[src/rtl/dac_readback_if.sv]
// Request/result handshake and shared SPI lines of the AD5791 read-back engine.
// The slave modport is the engine's view. The master modport is the
// environment's view: flow_ctrl, the bus arbiter and the DAC SDO line.
interface dac_readback_if;
  logic        rd_req;
  logic [2:0]  rd_addr;
  logic        rd_busy;
  logic        rd_dv;
  logic [19:0] rd_data;
  logic        rd_err;
  logic        bus_req;
  logic        bus_gnt;
  logic        sclk;
  logic        sdo;
  logic        sdin;
  logic        sync;

  modport master (
    output rd_req, rd_addr, bus_gnt, sdin,
    input  rd_busy, rd_dv, rd_data, rd_err, bus_req, sclk, sdo, sync
  );

  modport slave (
    input  rd_req, rd_addr, bus_gnt, sdin,
    output rd_busy, rd_dv, rd_data, rd_err, bus_req, sclk, sdo, sync
  );
endinterface

[src/rtl/dac_readback.sv]
// AD5791 register read-back engine (receive direction of the DAC serial link).
// A read is two frames. Frame 1 carries R/W=1 plus the register address.
// Frame 2 is a NOP; while it shifts out, the DAC returns the register on SDO.
// The SPI lines are shared with the write path, so the engine requests the
// bus and waits for the grant before it drives any SCLK or SYNC activity.
module dac_readback #(
  parameter int CLK_DIV  = 4,  // mclk cycles per SCLK half-period
  parameter int SYNC_GAP = 2   // mclk cycles with sync low between the frames
) (
  input  logic           mclk,
  input  logic           rst_n,
  dac_readback_if.slave  rb
);

  localparam int PH_W  = $clog2(2 * CLK_DIV);
  localparam int GAP_W = (SYNC_GAP > 1) ? $clog2(SYNC_GAP) : 1;

  localparam logic [PH_W-1:0]  PH_FALL  = PH_W'(CLK_DIV - 1);      // last sclk-high cycle
  localparam logic [PH_W-1:0]  PH_LAST  = PH_W'(2 * CLK_DIV - 1);  // last cycle of a bit
  localparam logic [GAP_W-1:0] GAP_LAST = GAP_W'(SYNC_GAP - 1);
  localparam logic [4:0]       BIT_LAST = 5'd23;
  localparam logic [23:0]      NOP_WORD = 24'h000000;

  typedef enum logic [2:0] {IDLE, REQ, F1, GAP, F2, DONE} state_t;

  state_t            state;
  logic [PH_W-1:0]   ph;        // position inside the current bit
  logic [4:0]        bit_cnt;   // bit index inside the current frame
  logic [GAP_W-1:0]  gap_cnt;
  logic [23:0]       tx_sr;     // outgoing frame, MSB first
  logic [23:0]       cap;       // incoming DAC SDO word, MSB first

  logic              rd_busy_q;
  logic              rd_dv_q;
  logic [19:0]       rd_data_q;
  logic              rd_err_q;
  logic              bus_req_q;
  logic              sclk_q;
  logic              sdo_q;
  logic              sync_q;

  // Only registers 1..3 are readable; everything else is answered locally.
  function automatic logic addr_legal(input logic [2:0] a);
    return (a[2] == 1'b0) && (a[1:0] != 2'b00);
  endfunction

  logic in_frame;
  logic ph_end;
  logic ph_fall;
  logic last_bit;
  logic accept_ok;
  logic f1_start;
  logic f2_start;
  logic next_bit;
  logic f1_end;

  assign in_frame  = (state == F1) || (state == F2);
  assign ph_end    = (ph == PH_LAST);
  assign ph_fall   = (ph == PH_FALL);
  assign last_bit  = (bit_cnt == BIT_LAST);
  assign accept_ok = (state == IDLE) && rb.rd_req && addr_legal(rb.rd_addr);
  assign f1_start  = (state == REQ) && rb.bus_gnt;
  assign f2_start  = (state == GAP) && (gap_cnt == GAP_LAST);
  assign next_bit  = in_frame && ph_end && !last_bit;
  assign f1_end    = (state == F1) && ph_end && last_bit;

  // Transaction sequencing; every bus and result output is registered here.
  always_ff @(posedge mclk or negedge rst_n) begin
    if (!rst_n) begin
      state     <= IDLE;
      ph        <= '0;
      bit_cnt   <= '0;
      gap_cnt   <= '0;
      rd_busy_q <= 1'b0;
      rd_dv_q   <= 1'b0;
      rd_data_q <= '0;
      rd_err_q  <= 1'b0;
      bus_req_q <= 1'b0;
      sclk_q    <= 1'b0;
      sdo_q     <= 1'b0;
      sync_q    <= 1'b0;
    end else begin
      rd_dv_q <= 1'b0;
      case (state)
        IDLE: begin
          if (rb.rd_req) begin
            rd_busy_q <= 1'b1;
            if (addr_legal(rb.rd_addr)) begin
              state     <= REQ;
              bus_req_q <= 1'b1;
            end else begin
              // Illegal address: report at once, never touch the bus.
              state    <= DONE;
              rd_dv_q  <= 1'b1;
              rd_err_q <= 1'b1;
            end
          end
        end
        REQ: begin
          if (rb.bus_gnt) begin
            state   <= F1;
            sync_q  <= 1'b1;
            sclk_q  <= 1'b1;
            sdo_q   <= tx_sr[23];
            ph      <= '0;
            bit_cnt <= '0;
          end
        end
        F1, F2: begin
          if (ph_end) begin
            if (last_bit) begin
              sclk_q <= 1'b0;
              sdo_q  <= 1'b0;
              sync_q <= 1'b0;
              if (state == F1) begin
                state   <= GAP;
                gap_cnt <= '0;
              end else begin
                state     <= DONE;
                rd_dv_q   <= 1'b1;
                rd_err_q  <= 1'b0;
                rd_data_q <= cap[19:0];
                bus_req_q <= 1'b0;
              end
            end else begin
              bit_cnt <= bit_cnt + 1'b1;
              ph      <= '0;
              sclk_q  <= 1'b1;
              sdo_q   <= tx_sr[23];
            end
          end else begin
            ph <= ph + 1'b1;
            if (ph_fall) sclk_q <= 1'b0;
          end
        end
        GAP: begin
          if (gap_cnt == GAP_LAST) begin
            state   <= F2;
            sync_q  <= 1'b1;
            sclk_q  <= 1'b1;
            sdo_q   <= tx_sr[23];
            ph      <= '0;
            bit_cnt <= '0;
          end else begin
            gap_cnt <= gap_cnt + 1'b1;
          end
        end
        DONE: begin
          state     <= IDLE;
          rd_busy_q <= 1'b0;
        end
        default: state <= IDLE;
      endcase
    end
  end

  // Frame shift registers: load the read command, swap in the NOP between
  // frames, and sample SDO in the cycle where sclk drops (DAC output is stable).
  always_ff @(posedge mclk) begin
    if (accept_ok) begin
      tx_sr <= {1'b1, rb.rd_addr, 20'h00000};
    end else if (f1_end) begin
      tx_sr <= NOP_WORD;
    end else if (f1_start || f2_start || next_bit) begin
      tx_sr <= {tx_sr[22:0], 1'b0};
    end
    if ((state == F2) && ph_fall) begin
      cap <= {cap[22:0], rb.sdin};
    end
  end

  assign rb.rd_busy = rd_busy_q;
  assign rb.rd_dv   = rd_dv_q;
  assign rb.rd_data = rd_data_q;
  assign rb.rd_err  = rd_err_q;
  assign rb.bus_req = bus_req_q;
  assign rb.sclk    = sclk_q;
  assign rb.sdo     = sdo_q;
  assign rb.sync    = sync_q;

endmodule

[src/flat_wrapper.sv]
// flat-port wrapper written by rule: the top's interface ports become plain ports
module dac_readback_flat 
#(
  parameter int CLK_DIV  = 4,                                     
  parameter int SYNC_GAP = 2                                                  
)
  (mclk, rst_n, rb_rd_req, rb_rd_addr, rb_bus_gnt, rb_sdin, rb_rd_busy, rb_rd_dv, rb_rd_data, rb_rd_err, rb_bus_req, rb_sclk, rb_sdo, rb_sync);
  dac_readback_if rb_i ();
  input  logic mclk;
  input  logic rst_n;
  input wire logic [$bits(rb_i.rd_req)-1:0] rb_rd_req;
  input wire logic [$bits(rb_i.rd_addr)-1:0] rb_rd_addr;
  input wire logic [$bits(rb_i.bus_gnt)-1:0] rb_bus_gnt;
  input wire logic [$bits(rb_i.sdin)-1:0] rb_sdin;
  output wire logic [$bits(rb_i.rd_busy)-1:0] rb_rd_busy;
  output wire logic [$bits(rb_i.rd_dv)-1:0] rb_rd_dv;
  output wire logic [$bits(rb_i.rd_data)-1:0] rb_rd_data;
  output wire logic [$bits(rb_i.rd_err)-1:0] rb_rd_err;
  output wire logic [$bits(rb_i.bus_req)-1:0] rb_bus_req;
  output wire logic [$bits(rb_i.sclk)-1:0] rb_sclk;
  output wire logic [$bits(rb_i.sdo)-1:0] rb_sdo;
  output wire logic [$bits(rb_i.sync)-1:0] rb_sync;
  assign rb_i.rd_req = rb_rd_req;
  assign rb_i.rd_addr = rb_rd_addr;
  assign rb_i.bus_gnt = rb_bus_gnt;
  assign rb_i.sdin = rb_sdin;
  assign rb_rd_busy = rb_i.rd_busy;
  assign rb_rd_dv = rb_i.rd_dv;
  assign rb_rd_data = rb_i.rd_data;
  assign rb_rd_err = rb_i.rd_err;
  assign rb_bus_req = rb_i.bus_req;
  assign rb_sclk = rb_i.sclk;
  assign rb_sdo = rb_i.sdo;
  assign rb_sync = rb_i.sync;
  dac_readback #(.CLK_DIV(CLK_DIV), .SYNC_GAP(SYNC_GAP)) u_core (.mclk(mclk), .rst_n(rst_n), .rb(rb_i));
endmodule
[config.mk]
export PLATFORM = sky130hd
export DESIGN_NAME = dac_readback_flat
export DESIGN_NICKNAME = d
export VERILOG_FILES = /design/src/rtl/dac_readback_if.sv /design/src/rtl/dac_readback.sv /design/src/flat_wrapper.sv
export SDC_FILE = /design/constraint.sdc
export NUM_CORES = 1
export LEC_CHECK = 0
export CAP_MARGIN = 20
export CORE_UTILIZATION = 58
export DETAILED_ROUTE_END_ITERATION = 8
export GPL_ROUTABILITY_DRIVEN = 0
export PLACE_DENSITY = 0.84
export SKIP_CTS_REPAIR_TIMING = 1
export SYNTH_ARGS = -nofsm -noshare
export SYNTH_HDL_FRONTEND = slang
export SYNTH_SLANG_ARGS = --single-unit
[constraint.sdc]
create_clock -name mclk -period 5.09 [get_ports mclk]
set_input_delay 0.509 -clock mclk [delete_from_list [all_inputs] [get_ports mclk]]
set_output_delay 0.509 -clock mclk [all_outputs]
set_load 0.01 [all_outputs]
==> results_dict.tcl, run 1 <==
set metrics [dict create \
    tightest_slew_ns 0.946 \
    yosys-top-cells-area "dfrtp_1, edfxtp_1, mux2_2, buf_6, a21o_1" \
    crit_path_start_kind "flip-flop" \
    async_flop_share_pct 61.9 \
    crit_top_cell "ha_1" \
    final_net_count 231 \
    core_area_mm2 0.00435 \
    finalCritPeriodShare_pct 41.6 \
    synth_ff_type "dfrtp_1" \
    drt_iter0_markers 180 \
    antenna_left 0 \
    die_w_um 69.1 \
    root_buffer "clkbuf_8" \
    vdd_drop_max_uv 327 \
    die_h_um 69.1 \
    relSlewSlack_pct 36.9 \
    hold_violations 0 \
    wl_per_cell_um 16.8 \
    wirelength_um 4620 \
    cts.sinks 63 \
    p_total_mw 1.47 \
    leakage_nw 1.37 \
    grt_pass1_wl_um 7910 \
    ff2ff_setup_slack_ns 2.97 \
    syn_inst 182 \
    maxCapViolations 0 \
    syn_area_per_cell_um2 14.3 \
    fin_ws_ns 2.97 \
    grt_start_max_net_pins 40 \
    track_usage_pct 22.3 \
    final_cell_area_mm2 0.00316 \
    critPathArrivalTime_ns 2.34 \
    fin_skew_ns 0.00631 \
    ys_warn_count 0 \
    cts_tree "built" \
    multi_input_area_um2 838 \
    synth_seq_area_share_pct 64.6 \
    drive_above_1_share_pct 17.0 \
    cts.clk_slew.worst_paths_ns 0.07 \
    grt_pass1_vias 1637 \
    worstSetupPathType "flip-flop to flip-flop" \
    post-place-ws_ns 2.94 \
    slowest_stage "nand2_2" \
    cp.required_ns 5.31 \
    outcome "finished, final reports clean" \
    h-tree-depth 3 \
    crit_family "simple AND/OR/NAND/NOR gates" \
    drc 0 \
    num_antenna_cells 0 \
    grt-ovfl-total 0 \
    vias 1625 \
    grt_setup_unrepaired "false" \
    clkLatencyLatePin_ns 0.34 \
    antenna_found_initial 0 \
    power.density_cell_area_mw_per_mm2 465 \
    final-max-slew-violation-count 0 \
    finalSetupViolCount 0 \
    io_pins 35 \
    synth.cell_area_mm2 0.00261 \
    numCtsBuffers 9 \
    dpl_cell_area_mm2 0.00294 \
    start_util_pct 60.0 \
    r2r_start "u_core.ph[0]" \
    dp_hpwl_um 3110 \
    routed_via_density 5.89 \
    cp_cell_sequence "ha_1 > ha_1 > and2_1 > nand2_2 > mux2_2" \
    dieArea_mm2 0.00477 \
    setup_tns_ns 0 \
    synth_edf_count 23 \
    worst-r2r-cell-count 5 \
    syn_to_final_growth_pct 20.8 \
    hp-class "input port to async pin" \
    synth_seq_cells 63 \
    yosysTopAreaCellShare_pct 37.4 \
    path_max_fanout 21 \
    end_kind "flip-flop" \
    critPathBufInv 0 \
    n_fill_cell 294 \
    yosysTopAreaCell "dfrtp_1" \
    slowest_delay_ns 0.42 \
    rows 24 \
    register_area_mm2 0.00169 \
    syn_nets 194 \
    clockBufferDepth 2 \
    synth_cell_type_count 47 \
    r2r-end "u_core.rb.rd_data[16]" \
    port_buffers 34 \
    max_clock_freq_mhz 473 \
    dr.pass1.iters 4 \
    min_period_ns 2.12 \
]
-- registers in the layout (all words and copies together) (netlist names), 3 cells and up --
| name | flops |
|---|---|
| u_core.ph | 3 |
| u_core.state | 3 |
| u_core.cap | 20 |
| u_core.tx_sr | 4 |
| u_core.rb.rd_data | 20 |
| u_core.bit_cnt | 5 |
-- kinds of logic (layout without fill, tap and decap cells) --
family / after synthesis / count (layout) / synth area share (%)
AOI/OAI and AO/OA: 36 / 36 / 9.39
buffers and inverters: 12 / 54 / 3.31
muxes: 24 / 24 / 10.2
and+or+nand+nor: 41 / 41 / 9.97
adders and majority gates: 4 / 4 / 1.92
xor gates and xnor gates: 2 / 2 / 0.671
DFF: 63 / 63 / 64.6
-- area by class of cell --
type,instances,area share (%)
Sequential cell,63,53.4
Timing Repair Buffer,34,10.6
Multi-Input combinational cell,107,26.6
Inverter,4,0.476
Clock buffer,12,4.60
Tap cell,52,2.06
Clock inverter,4,2.22
-- worst max-delay path by stage --
stage,cells after the start,slack (ns),startpoint,to
6_report,5,2.97,u_core.ph[0],u_core.rb.rd_data[16]
5_1_grt,5,2.77,u_core.ph[0],u_core.rb.rd_data[1]
4_1_cts,5,2.96,u_core.ph[0],u_core.rb.rd_data[16]
3_5_place_dp,5,2.94,rb_rd_req,u_core.tx_sr[21]
3_3_place_gp,5,3.03,u_core.bit_cnt[0],u_core.rb.rd_data[19]
2_1_floorplan,7,3.19,u_core.ph[0],u_core.tx_sr[23]
-- placed cells by master (no fill, tap or decap), types with 2 or more instances in the layout --
master and count:
and3_1 3, bufinv_16 2, clkdlybuf4s50_1 33, nand3_1 2, o22ai_1 3, ha_1 4, dfrtp_1 39, mux2_2 17
nor2_1 3, nand2_1 7, o21bai_1 2, edfxtp_1 23, clkbuf_1 2, nand3b_1 3, mux2_1 3, nor3_1 3
a21o_1 7, a211o_1 2, clkinv_2 2, o21ai_0 8, nor3b_1 2, a21oi_1 5, inv_1 4, and2_1 5
mux2i_1 4, nand2b_1 2, clkbuf_8 10, a22o_1 2
-- layer usage --
metal | global-route usage [%] | wire length, µm | vias to the layer above
met4 | 10.2 | 108 | 0
met3 | 8.33 | 212 | 13
met2 | 34.4 | 2320 | 40
met5 | 0 | 0 | -
met1 | 28.0 | 1980 | 820
li1 | - | - | 752
-- synthesized netlist by cell type (all sizes together) (5+ instances only) --
master	number
dfrtp	39
edfxtp	23
mux2	20
nand2	8
o21ai	8
a21o	7
buf	6
a21oi	5
and2	5
-- power breakdown --
part / switching (mW) / leakage, nW / total [mW] / internal [mW]
Sequential: 0.0826 / 0.729 / 0.688 / 0.605
Combinational: 0.169 / 0.533 / 0.315 / 0.145
Clock: 0.177 / 0.110 / 0.465 / 0.288
Total: 0.429 / 1.37 / 1.47 / 1.04
-- stage by stage --
step                utilization [%]  hold WS, ns  std cells
floorplan                         -        0.213        182
global placement               67.5        0.425        260
detailed placement             67.5        0.437        260
CTS                            72.5        0.301        276
global route                   72.5        0.350        276
finish                         72.5        0.281        276
Note: power is estimated with default switching activity, not from simulation.
==> inputs of run 2 (changes only) <==
Settings changed: CORE_UTILIZATION 58 to 54, PLACE_DENSITY 0.84 to 0.79.
Clock period 5.09 ns to 2 ns, I/O delays scaled along.
==> results_dict.tcl, run 2 (synthesized netlist as in run 1, its figures left out) <==
set metrics [dict create \
    p_switching_mw 1.10 \
    cp.required_ns 2.22 \
    final_common_cell "dfrtp_1" \
    die_h_um 71.5 \
    h-tree-depth 3 \
    end_kind "flip-flop" \
    dr.pass1.iters 4 \
    hp-class "input port to async pin" \
    path_max_fanout 7 \
    routed_via_density 5.98 \
    n_fill_cell 316 \
    grt_pass1_vias 1678 \
    fin_util_pct 70.9 \
    crit_path_start_kind "flip-flop" \
    hold_violations 34 \
    setup_tns_ns 0 \
    p_int_mw 2.52 \
    numCtsBuffers 9 \
    slowest_stage "dfrtp_1" \
    grt_pass1_wl_um 8250 \
    final-max-slew-violation-count 0 \
    finalCritPeriodShare_pct 94.5 \
    tightest_slew_ns 0.874 \
    num_antenna_cells 0 \
    power.density_cell_area_mw_per_mm2 1140 \
    clockBufferDepth 2 \
    die_w_um 71.5 \
    min_period_ns 1.89 \
    outcome "finished with violations" \
    drive_above_1_share_pct 19.0 \
    vias 1699 \
    final_net_count 239 \
    drc 0 \
    hold-worst-slack_ns -0.00871 \
    antenna_found_initial 0 \
    track_usage_pct 21.8 \
    slowest_delay_ns 0.41 \
    io_pins 35 \
    drt_iter0_markers 127 \
    cp_cell_sequence "ha_1 > ha_1 > nor2b_1 > and3_4 > or2_4 > a211o_1" \
    p_sw_share_pct 30.5 \
    worst-r2r-cell-count 6 \
    cts_tree "built" \
    p_clk_share_pct 27.9 \
    r2r_start "u_core.ph[0]" \
    violations "hold timing" \
    grt_setup_unrepaired "false" \
    antenna_left 0 \
    p_seq_share_pct 46.4 \
    dieArea_mm2 0.00512 \
    cts.sinks 63 \
    syn_to_final_growth_pct 22.3 \
    maxCapViolations 0 \
    grt_start_max_net_pins 40 \
    rows 24 \
    layout_common_cells "dfrtp_1, clkdlybuf4s50_1, edfxtp_1, mux2_2, clkbuf_8" \
    finalSetupViolCount 0 \
    ff2ff_setup_slack_ns 0.11 \
    grt-ovfl-total 0 \
    port_buffers 34 \
    start_util_pct 58.0 \
    leakage_nw 1.40 \
    crit_top_cell "ha_1" \
    cts.clk_slew.worst_paths_ns 0.07 \
    wirelength_um 5010 \
    r2r-end "u_core.tx_sr[23]" \
    dp_hpwl_um 3390 \
    worstSetupPathType "flip-flop to flip-flop" \
    critPathArrivalTime_ns 2.11 \
    max_clock_freq_mhz 529 \
    clkLatencyLatePin_ns 0.33 \
    p_comb_share_pct 25.8 \
    wl_per_cell_um 17.6 \
    core_area_mm2 0.00450 \
    vdd_drop_max_uv 611 \
    fin_skew_ns 0.00725 \
    relSlewSlack_pct 41.7 \
    root_buffer "clkbuf_8" \
]
run 2: per-stage QoR:
stage / power [mW] / worst slack [ns] / hold slack (ns) / cell area (µm²) / std cells
final: 3.63 / 0.109 / -0.00871 / 3190 / 284
after global routing: 3.82 / 0.0513 / 0.0586 / 3190 / 284
after CTS: 3.64 / 0.115 / 0.0104 / 3190 / 284
after detailed placement: 2.62 / 0.138 / 0.369 / 3010 / 268
after global placement: 2.57 / 0.168 / 0.347 / 3010 / 268
after floorplan: 2.33 / 0.0962 / -0.0956 / 2610 / 182
run 2: power by group through the flow:
stage          registers (mW)  clock network [mW]  logic, mW
2_1_floorplan            1.67                   0      0.660
3_3_place_gp             1.69                   0      0.880
3_5_place_dp             1.70                   0      0.919
4_1_cts                  1.68                1.04      0.927
5_1_grt                  1.69                1.09       1.03
6_report                 1.68                1.01      0.935
run 2: area by class of cell:
type	instances	area, µm²	area share [%]
flip-flops and latches	63	1690	52.8
well taps	52	65.1	2.04
clock inverters	4	46.3	1.45
inverters	4	15.0	0.470
multi-input cells	107	838	26.2
repair buffers	42	408	12.8
clock buffers	12	135	4.23
run 2: layer usage:
metal | global-route usage, % | share of wire, %
met4 | 8.06 | 1.4
met2 | 33.7 | 48
met1 | 30.0 | 45
met5 | 0 | 0
met3 | 5.91 | 5.2
run 2: worst max-delay path, delay by kind of cell, from the launching register on:
family	cells	cell delay, ns
compound gates	1	0.28
fa+ha+maj	2	0.45
flops	1	0.41
simple gates	3	0.63
run 2: how the worst max path moves through the flow:
stage / start / to / slack [ns]
2_1_floorplan: u_core.ph[0] / u_core.tx_sr[23] / 0.1
5_1_grt: u_core.ph[0] / u_core.tx_sr[23] / 0.05
3_5_place_dp: u_core.ph[0] / u_core.tx_sr[23] / 0.14
3_3_place_gp: u_core.ph[0] / u_core.tx_sr[23] / 0.17
4_1_cts: u_core.ph[0] / u_core.tx_sr[23] / 0.12
6_report: u_core.ph[0] / u_core.tx_sr[23] / 0.11
==> inputs of run 3 (changes only) <==
Settings changed: CORE_ASPECT_RATIO from default to 1.1.
==> results_dict.tcl, run 3 (synthesized netlist as in run 1, its figures left out) <==
set metrics [dict create \
    outcome "finished with violations" \
    violations "hold timing" \
    die_w_um 68.3 \
    final_net_count 238 \
    r2r_start "u_core.ph[0]" \
    start_util_pct 56.1 \
    cts.clk_slew.worst_paths_ns 0.07 \
    slowest_stage "dfrtp_1" \
    drt_iter0_markers 133 \
    grt_pass1_vias 1615 \
    slowest_delay_ns 0.40 \
    maxCapViolations 0 \
    register_area_mm2 0.00169 \
    end_kind "flip-flop" \
    vias 1616 \
    rows 26 \
    wirelength_um 4820 \
    core_area_mm2 0.00465 \
    num_antenna_cells 0 \
    numCtsBuffers 9 \
    hold-worst-slack_ns -0.0104 \
    setup_tns_ns 0 \
    grt-ovfl-total 0 \
    grt_start_max_net_pins 40 \
    worstSetupPathType "flip-flop to flip-flop" \
    antenna_left 0 \
    antenna_found_initial 0 \
    dpl.cell_count 271 \
    routed_via_density 5.63 \
    cp_cell_sequence "ha_1 > ha_1 > nor2b_1 > and3_4 > or2_4 > a211o_1" \
    p_total_mw 3.77 \
    root_buffer "clkbuf_8" \
    fin_ws_ns 0.109 \
    grt_pass1_wl_um 7720 \
    dr.pass1.iters 4 \
    syn_to_final_growth_pct 23.2 \
    tightest_slew_ns 0.893 \
    r2r-end "u_core.tx_sr[23]" \
    h-tree-depth 3 \
    vdd_drop_max_uv 821 \
    n_fill_cell 306 \
    power.density_cell_area_mw_per_mm2 1170 \
    cts.sinks 63 \
    layout_common_cells "dfrtp_1, clkdlybuf4s50_1, edfxtp_1, mux2_2, clkbuf_8" \
    post-place-ws_ns 0.0852 \
    drc 0 \
    cp.required_ns 2.22 \
    ff2ff_setup_slack_ns 0.11 \
    multi_input_area_um2 841 \
    final_cell_area_mm2 0.00322 \
    finalCritPeriodShare_pct 94.6 \
    path_max_fanout 7 \
    crit_family "simple AND/OR/NAND/NOR gates" \
    final_cells 287 \
    clockBufferDepth 2 \
    final_common_cell "dfrtp_1" \
    fin_skew_ns 0.0107 \
    crit_top_cell "ha_1" \
    min_period_ns 1.89 \
    cts_tree "built" \
    final-max-slew-violation-count 0 \
    dpl_cell_area_mm2 0.00301 \
    clkLatencyLatePin_ns 0.33 \
    fin_util_pct 69.2 \
    worst-r2r-cell-count 6 \
    drive_above_1_share_pct 19.5 \
    relSlewSlack_pct 40.5 \
    critPathArrivalTime_ns 2.11 \
    finalSetupViolCount 0 \
    grt_setup_unrepaired "false" \
    wl_per_cell_um 16.8 \
    max_clock_freq_mhz 529 \
    hp-class "input port to async pin" \
    port_buffers 34 \
    io_pins 35 \
    crit_path_start_kind "flip-flop" \
    dp_hpwl_um 3210 \
    critPathBufInv 0 \
    track_usage_pct 21.4 \
    dieArea_mm2 0.00512 \
    die_h_um 74.9 \
    leakage_nw 1.41 \
    hold_violations 20 \
]
## run 3: worst max path at each step
stage                                 start                   end  cells after the start
after global placement           rb_bus_gnt      u_core.tx_sr[20]                      5
after CTS                 u_core.bit_cnt[0]  u_core.rb.rd_data[3]                      6
final                          u_core.ph[0]      u_core.tx_sr[23]                      6
after detailed placement  u_core.bit_cnt[0]  u_core.rb.rd_data[3]                      6
after global routing           u_core.ph[0]      u_core.tx_sr[23]                      6
after floorplan                u_core.ph[0]      u_core.tx_sr[23]                      7
## run 3: metal layers
| layer | wire, µm | vias up | global-route usage (%) |
|---|---|---|---|
| met2 | 2440 | 50 | 34.4 |
| met1 | 2120 | 800 | 24.8 |
| li1 | - | 760 | - |
| met4 | 44 | 0 | 8.80 |
| met5 | 0 | - | 0 |
| met3 | 217 | 6 | 9.55 |
## run 3: layout make-up
type                            instances  area share (%)
Inverter                                4           0.467
Multi-Input combinational cell        107            26.1
Tap cell                               56            2.18
Clock buffer                           11            4.08
Timing Repair Buffer                   41            12.4
Sequential cell                        63            52.4
Clock inverter                          5            2.29
## run 3: where the power goes
group	internal (mW)	switching, mW
clock network	0.694	0.463
registers	1.54	0.161
logic	0.416	0.499
==> edit 1 (flow settings as in run 2) <==
`CLK_DIV` is set to 4 in 2 places; all go to 2.
--- a/src/rtl/dac_readback.sv
+++ b/src/rtl/dac_readback.sv
@@ -4,7 +4,7 @@
 // The SPI lines are shared with the write path, so the engine requests the
 // bus and waits for the grant before it drives any SCLK or SYNC activity.
 module dac_readback #(
-  parameter int CLK_DIV  = 4,  // mclk cycles per SCLK half-period
+  parameter int CLK_DIV  = 2,  // mclk cycles per SCLK half-period
   parameter int SYNC_GAP = 2   // mclk cycles with sync low between the frames
 ) (
   input  logic           mclk,
--- a/src/flat_wrapper.sv
+++ b/src/flat_wrapper.sv
@@ -1,7 +1,7 @@
 // flat-port wrapper written by rule: the top's interface ports become plain ports
 module dac_readback_flat 
 #(
-  parameter int CLK_DIV  = 4,                                     
+  parameter int CLK_DIV  = 2,                                     
   parameter int SYNC_GAP = 2                                                  
 )
   (mclk, rst_n, rb_rd_req, rb_rd_addr, rb_bus_gnt, rb_sdin, rb_rd_busy, rb_rd_dv, rb_rd_data, rb_rd_err, rb_bus_req, rb_sclk, rb_sdo, rb_sync);
Behaviour: not the same (Yosys sat finds a counterexample within 10 cycles, from zero or initial values and one cycle with rst_n low).
==> edit 1 against run 2 <==
  * The run still ends with hold timing left
  * Area after synthesis fell by 3.8%
  * Clock skew rose by 0.00097 ns
  * Final cell count rose by 4.9%
  * Total power rose by 3.4%
  * Clock power rose by 11%
  * Wire length fell by 4.3%
  * Setup slack got worse by 0.10 ns
  * Non-clock buffer count rose by 6
  * Sequential cell count fell by 1
  * Design area barely moved
  * Largest power group unchanged
==> edit 1: results (changes against run 2) <==
----------------------------------------------------
[Timing]
  Final Skew ... 0.00822 ns (was 0.00725 ns)
  Hold Worst Slack ... -0.0347 ns (was -0.00871 ns)
  Hold violation count in the final report ... 38 (was 34)
  Actual slew at the worst max-slew pin ... 0.864 ns (was 0.874 ns)

[Global route]
  Met3 routing resource usage after global routing ... 7.50% (was 5.91%)
  Wire length of the first global-routing pass ... 7850 um (was 8250 um)
  GRT met1 Usage ... 26.8% (was 30.0%)
  Total track usage ... 21.3% (was 21.8%)

[Finish]
  Buffers excl. clock ... 48 (was 42)
  Nets@finish ... 252 (was 239)
  Final clock-cell share ... 6.38% (was 5.68%)
  Util after Layout ... 72.4% (was 70.9%)
  NonClk Buf Share ... 14.2% (was 12.8%)
  Sequential share of cell area ... 52.0% (was 52.8%)
  Fraction of area in multi-input gates ... 24.8% (was 26.2%)
  Fillers ... 290 (was 316)
  Number of signal-net inverters in the final layout ... 5 (was 4)

[Setup path]
  Worst Setup SP ... u_core.bit_cnt[0] (was u_core.ph[0])
  Slack of the worst reg-to-reg path ... 0.007 ns (was 0.11 ns)
  Arrival time of data at the critical path endpoint ... 2.27 ns (was 2.11 ns)

[Placement]
  HPWL after detailed placement ... 3180 um (was 3390 um)
  Dpl cell area ... 2960 um2 (was 3010 um2)

[Run status]
  Status ... finished with violations (unchanged)
  Failing checks ... hold timing (unchanged)

[Detailed routing]
  Wire length the detailed router placed on met1 ... 2110 um (was 2270 um)

[Logic synthesis]
  List of most frequent post-synthesis cells ... sky130_fd_sc_hd__dfrtp_1 (38), sky130_fd_sc_hd__mux2_2 (24), sky130_fd_sc_hd__edfxtp_1 (23), sky130_fd_sc_hd__o21ai_0 (20), sky130_fd_sc_hd__nand2_1 (15) (was sky130_fd_sc_hd__dfrtp_1 (39), sky130_fd_sc_hd__edfxtp_1 (23), sky130_fd_sc_hd__mux2_2 (17), sky130_fd_sc_hd__o21ai_0 (8))
  Multiplexer share of the synthesized area ... 11.2% (was 10.2%)
  Arithmetic-cell share of the synthesized area counting full adders, half adders and majority gates ... 1.49% (was 1.92%)
  Compound-cell area share of the yosys netlist ... 7.77% (was 9.39%)
  Async S/R FF share, synth ... 61.3% (was 61.9%)
  Largest cells by area after synthesis ... sky130_fd_sc_hd__dfrtp_1 (38%), sky130_fd_sc_hd__edfxtp_1 (28%), sky130_fd_sc_hd__mux2_2 (11%), sky130_fd_sc_hd__o21ai_0 (4.0%), sky130_fd_sc_hd__nand2_1 (2.2%) (was sky130_fd_sc_hd__dfrtp_1 (37%), sky130_fd_sc_hd__edfxtp_1 (26%), sky130_fd_sc_hd__mux2_2 (7.3%), sky130_fd_sc_hd__buf_6 (2.2%), sky130_fd_sc_hd__a21o_1 (2.0%))

[Pwr]
  Pleak ... 0.00137 uW (was 0.00140 uW)
  Combinational logic power ... 946 uW (was 935 uW)

[Floorplanning]
  Horizontal extent of the die ... 70.2 um (was 71.5 um)

----------------------------------------------------
[edit 1: worst max path at each step]
stage	to	slack, ns	cells after the start
floorplan	u_core.bit_cnt[3]	-0.18	8
global placement	u_core.bit_cnt[3]	0.03	6
detailed placement	u_core.bit_cnt[2]	-0.1	7
CTS	u_core.bit_cnt[2]	-0.11	7
global route	u_core.bit_cnt[3]	-0.05	6
finish	u_core.bit_cnt[3]	0.007	6
[edit 1: through the flow]
| stage | instances | setup WS, ns | setup TNS [ns] |
|---|---|---|---|
| 2_1_floorplan | 190 | -0.181 | -0.377 |
| 3_3_place_gp | 279 | 0.0268 | 0 |
| 3_5_place_dp | 279 | -0.0992 | -0.199 |
| 4_1_cts | 295 | -0.113 | -0.254 |
| 5_1_grt | 298 | -0.0511 | -0.129 |
| 6_report | 298 | 0.00702 | 0 |
[edit 1: logic make-up after synthesis]
logic type | Yosys count
muxes | 25
buffers and inverters | 13
DFF | 62
and+or+nand+nor | 52
adders and majority gates | 3
AOI/OAI and AO/OA | 34
xor gates and xnor gates | 1
==> edit 2 (flow settings as in run 2) <==
Made on the original files. Encoding of `state_t`: now one-hot (6 bits for 6 states).
--- a/src/rtl/dac_readback.sv
+++ b/src/rtl/dac_readback.sv
@@ -21,7 +21,7 @@
   localparam logic [4:0]       BIT_LAST = 5'd23;
   localparam logic [23:0]      NOP_WORD = 24'h000000;
 
-  typedef enum logic [2:0] {IDLE, REQ, F1, GAP, F2, DONE} state_t;
+  typedef enum logic [5:0] {IDLE = 6'b000001, REQ = 6'b000010, F1 = 6'b000100, GAP = 6'b001000, F2 = 6'b010000, DONE = 6'b100000} state_t;
 
   state_t            state;
   logic [PH_W-1:0]   ph;        // position inside the current bit
Behaviour: no difference found for any inputs over 10 cycles, from zero or initial values and one cycle with rst_n low; not proved beyond that.
==> edit 2 against run 2 <==
  * Wire length decreased by 0.60%
  * Design area increased by 8.1%
  * Clock skew increased by 0.0069 ns
  * Area after synthesis increased by 2.7%
  * Setup slack improved by 0.0016 ns
  * Die area increased by 2.6%
  * Synthesized cell count increased by 1.6%
  * Sequential cell count increased by 3
Power is not compared: it rests on default switching activity, and its combinational part moved more than twofold at a synthesized area within 25%.
==> edit 2: results (changes against run 2) <==
----------------------------------------------------
[Logic synthesis]
  Sequential fraction of the synthesis area ... 65.7% (was 64.6%)
  Async S/R FF share, synth ... 63.6% (was 61.9%)
  Arithmetic-cell share of the synthesized area counting full adders, half adders and majority gates ... 1.87% (was 1.92%)
  Xor and xnor fraction of the mapped netlist area ... 0.653% (was 0.671%)
  Net count of the mapped netlist ... 197 (was 194)
  Compound-cell area share of the yosys netlist ... 8.54% (was 9.39%)
  Multiplexer share of the synthesized area ... 9.99% (was 10.2%)
  Cell variety after synth ... 42 (was 47)
  Top_reg_cell synth ... sky130_fd_sc_hd__dfrtp_1 (unchanged)
  Gate count of the mapped netlist ... 185 (was 182)
  Largest cells by area after synthesis ... sky130_fd_sc_hd__dfrtp_1 (38%), sky130_fd_sc_hd__edfxtp_1 (26%), sky130_fd_sc_hd__mux2_2 (9.2%), sky130_fd_sc_hd__a22o_1 (2.0%), sky130_fd_sc_hd__ha_1 (1.9%) (was sky130_fd_sc_hd__dfrtp_1 (37%), sky130_fd_sc_hd__edfxtp_1 (26%), sky130_fd_sc_hd__mux2_2 (7.3%), sky130_fd_sc_hd__buf_6 (2.2%), sky130_fd_sc_hd__a21o_1 (2.0%))

[Global route]
  Met3 routing resource usage after global routing ... 6.53% (was 5.91%)
  GRT met1 Usage ... 27.6% (was 30.0%)
  GR Layer Usage met2 ... 33.2% (was 33.7%)
  Total track usage ... 21.4% (was 21.8%)
  Wire length of the first global-routing pass ... 8030 um (was 8250 um)
  Pin count of the biggest net entering global routing ... 26 (was 40)

[Detailed routing]
  Wire length the detailed router placed on met1 ... 2270 um (about the same)
  Met2 Wirelength ... 2370 um (was 2420 um)
  Number of vias in the routed layout ... 1700 (was 1699)
  First DRT Iteration DRCs ... 92 (was 127)
  Detailed-routed wire length on met3 ... 265 um (was 259 um)
  Total Routed Length ... 4980 um (was 5010 um)
  Wire length per cell ... 16.0 um (was 17.6 um)

[Timing]
  Slew HR ... 65.4% (was 41.7%)
  Final Skew ... 0.0142 ns (was 0.00725 ns)
  Hold Worst Slack ... 0.362 ns (was -0.00871 ns)

[Run status]
  Status ... finished clean (was finished with violations)

[Placement]
  Dpl cell area ... 3210 um2 (was 3010 um2)
  Inst Count DP ... 294 (was 268)
  HPWL after detailed placement ... 3380 um (was 3390 um)

[Clocking]
  Bufs on Longest Clock Path ... 2 (unchanged)
  Clock Tree Root ... sky130_fd_sc_hd__clkbuf_8 (unchanged)

[Setup path]
  CP Max Fanout ... 25 (was 7)
  Worst Setup SP ... u_core.bit_cnt[0] (was u_core.ph[0])
  Reg-to-Reg End ... u_core.rb.rd_data[6] (was u_core.tx_sr[23])
  Crit end category ... flip-flop (unchanged)

[Finish]
  Nets@finish ... 251 (was 239)
  Share of layout cells above drive strength 1 ... 24.6% (was 19.0%)

[Pwr]
  Worst ir drop on vdd ... 0.589 mV

----------------------------------------------------
[edit 2: cell type report]
| cell class | instances | area [um2] |
|---|---|---|
| clock buffer | 9 | 124 |
| clock inverter | 7 | 115 |
| fill | 344 | 1300 |
| inverter | 8 | 30.0 |
| multi-input combinational | 107 | 866 |
| sequential | 66 | 1760 |
| tap | 67 | 83.8 |
| timing repair buffer | 47 | 473 |
[edit 2: logic make-up (layout without fill, tap and decap cells)]
logic type	after synthesis	in the layout
flops	66	66
simple gates	51	51
compound gates	26	26
buf+inv	12	71
fa+ha+maj	4	4
mux	24	24
xor+xnor	2	2
[edit 2: report_power, final]
| part | switching, uW | leakage [uW] | internal [uW] |
|---|---|---|---|
| clock | 509 | 0.000117 | 825 |
| combinational | 128 | 0.000601 | 159 |
| sequential | 64.8 | 0.000770 | 1470 |
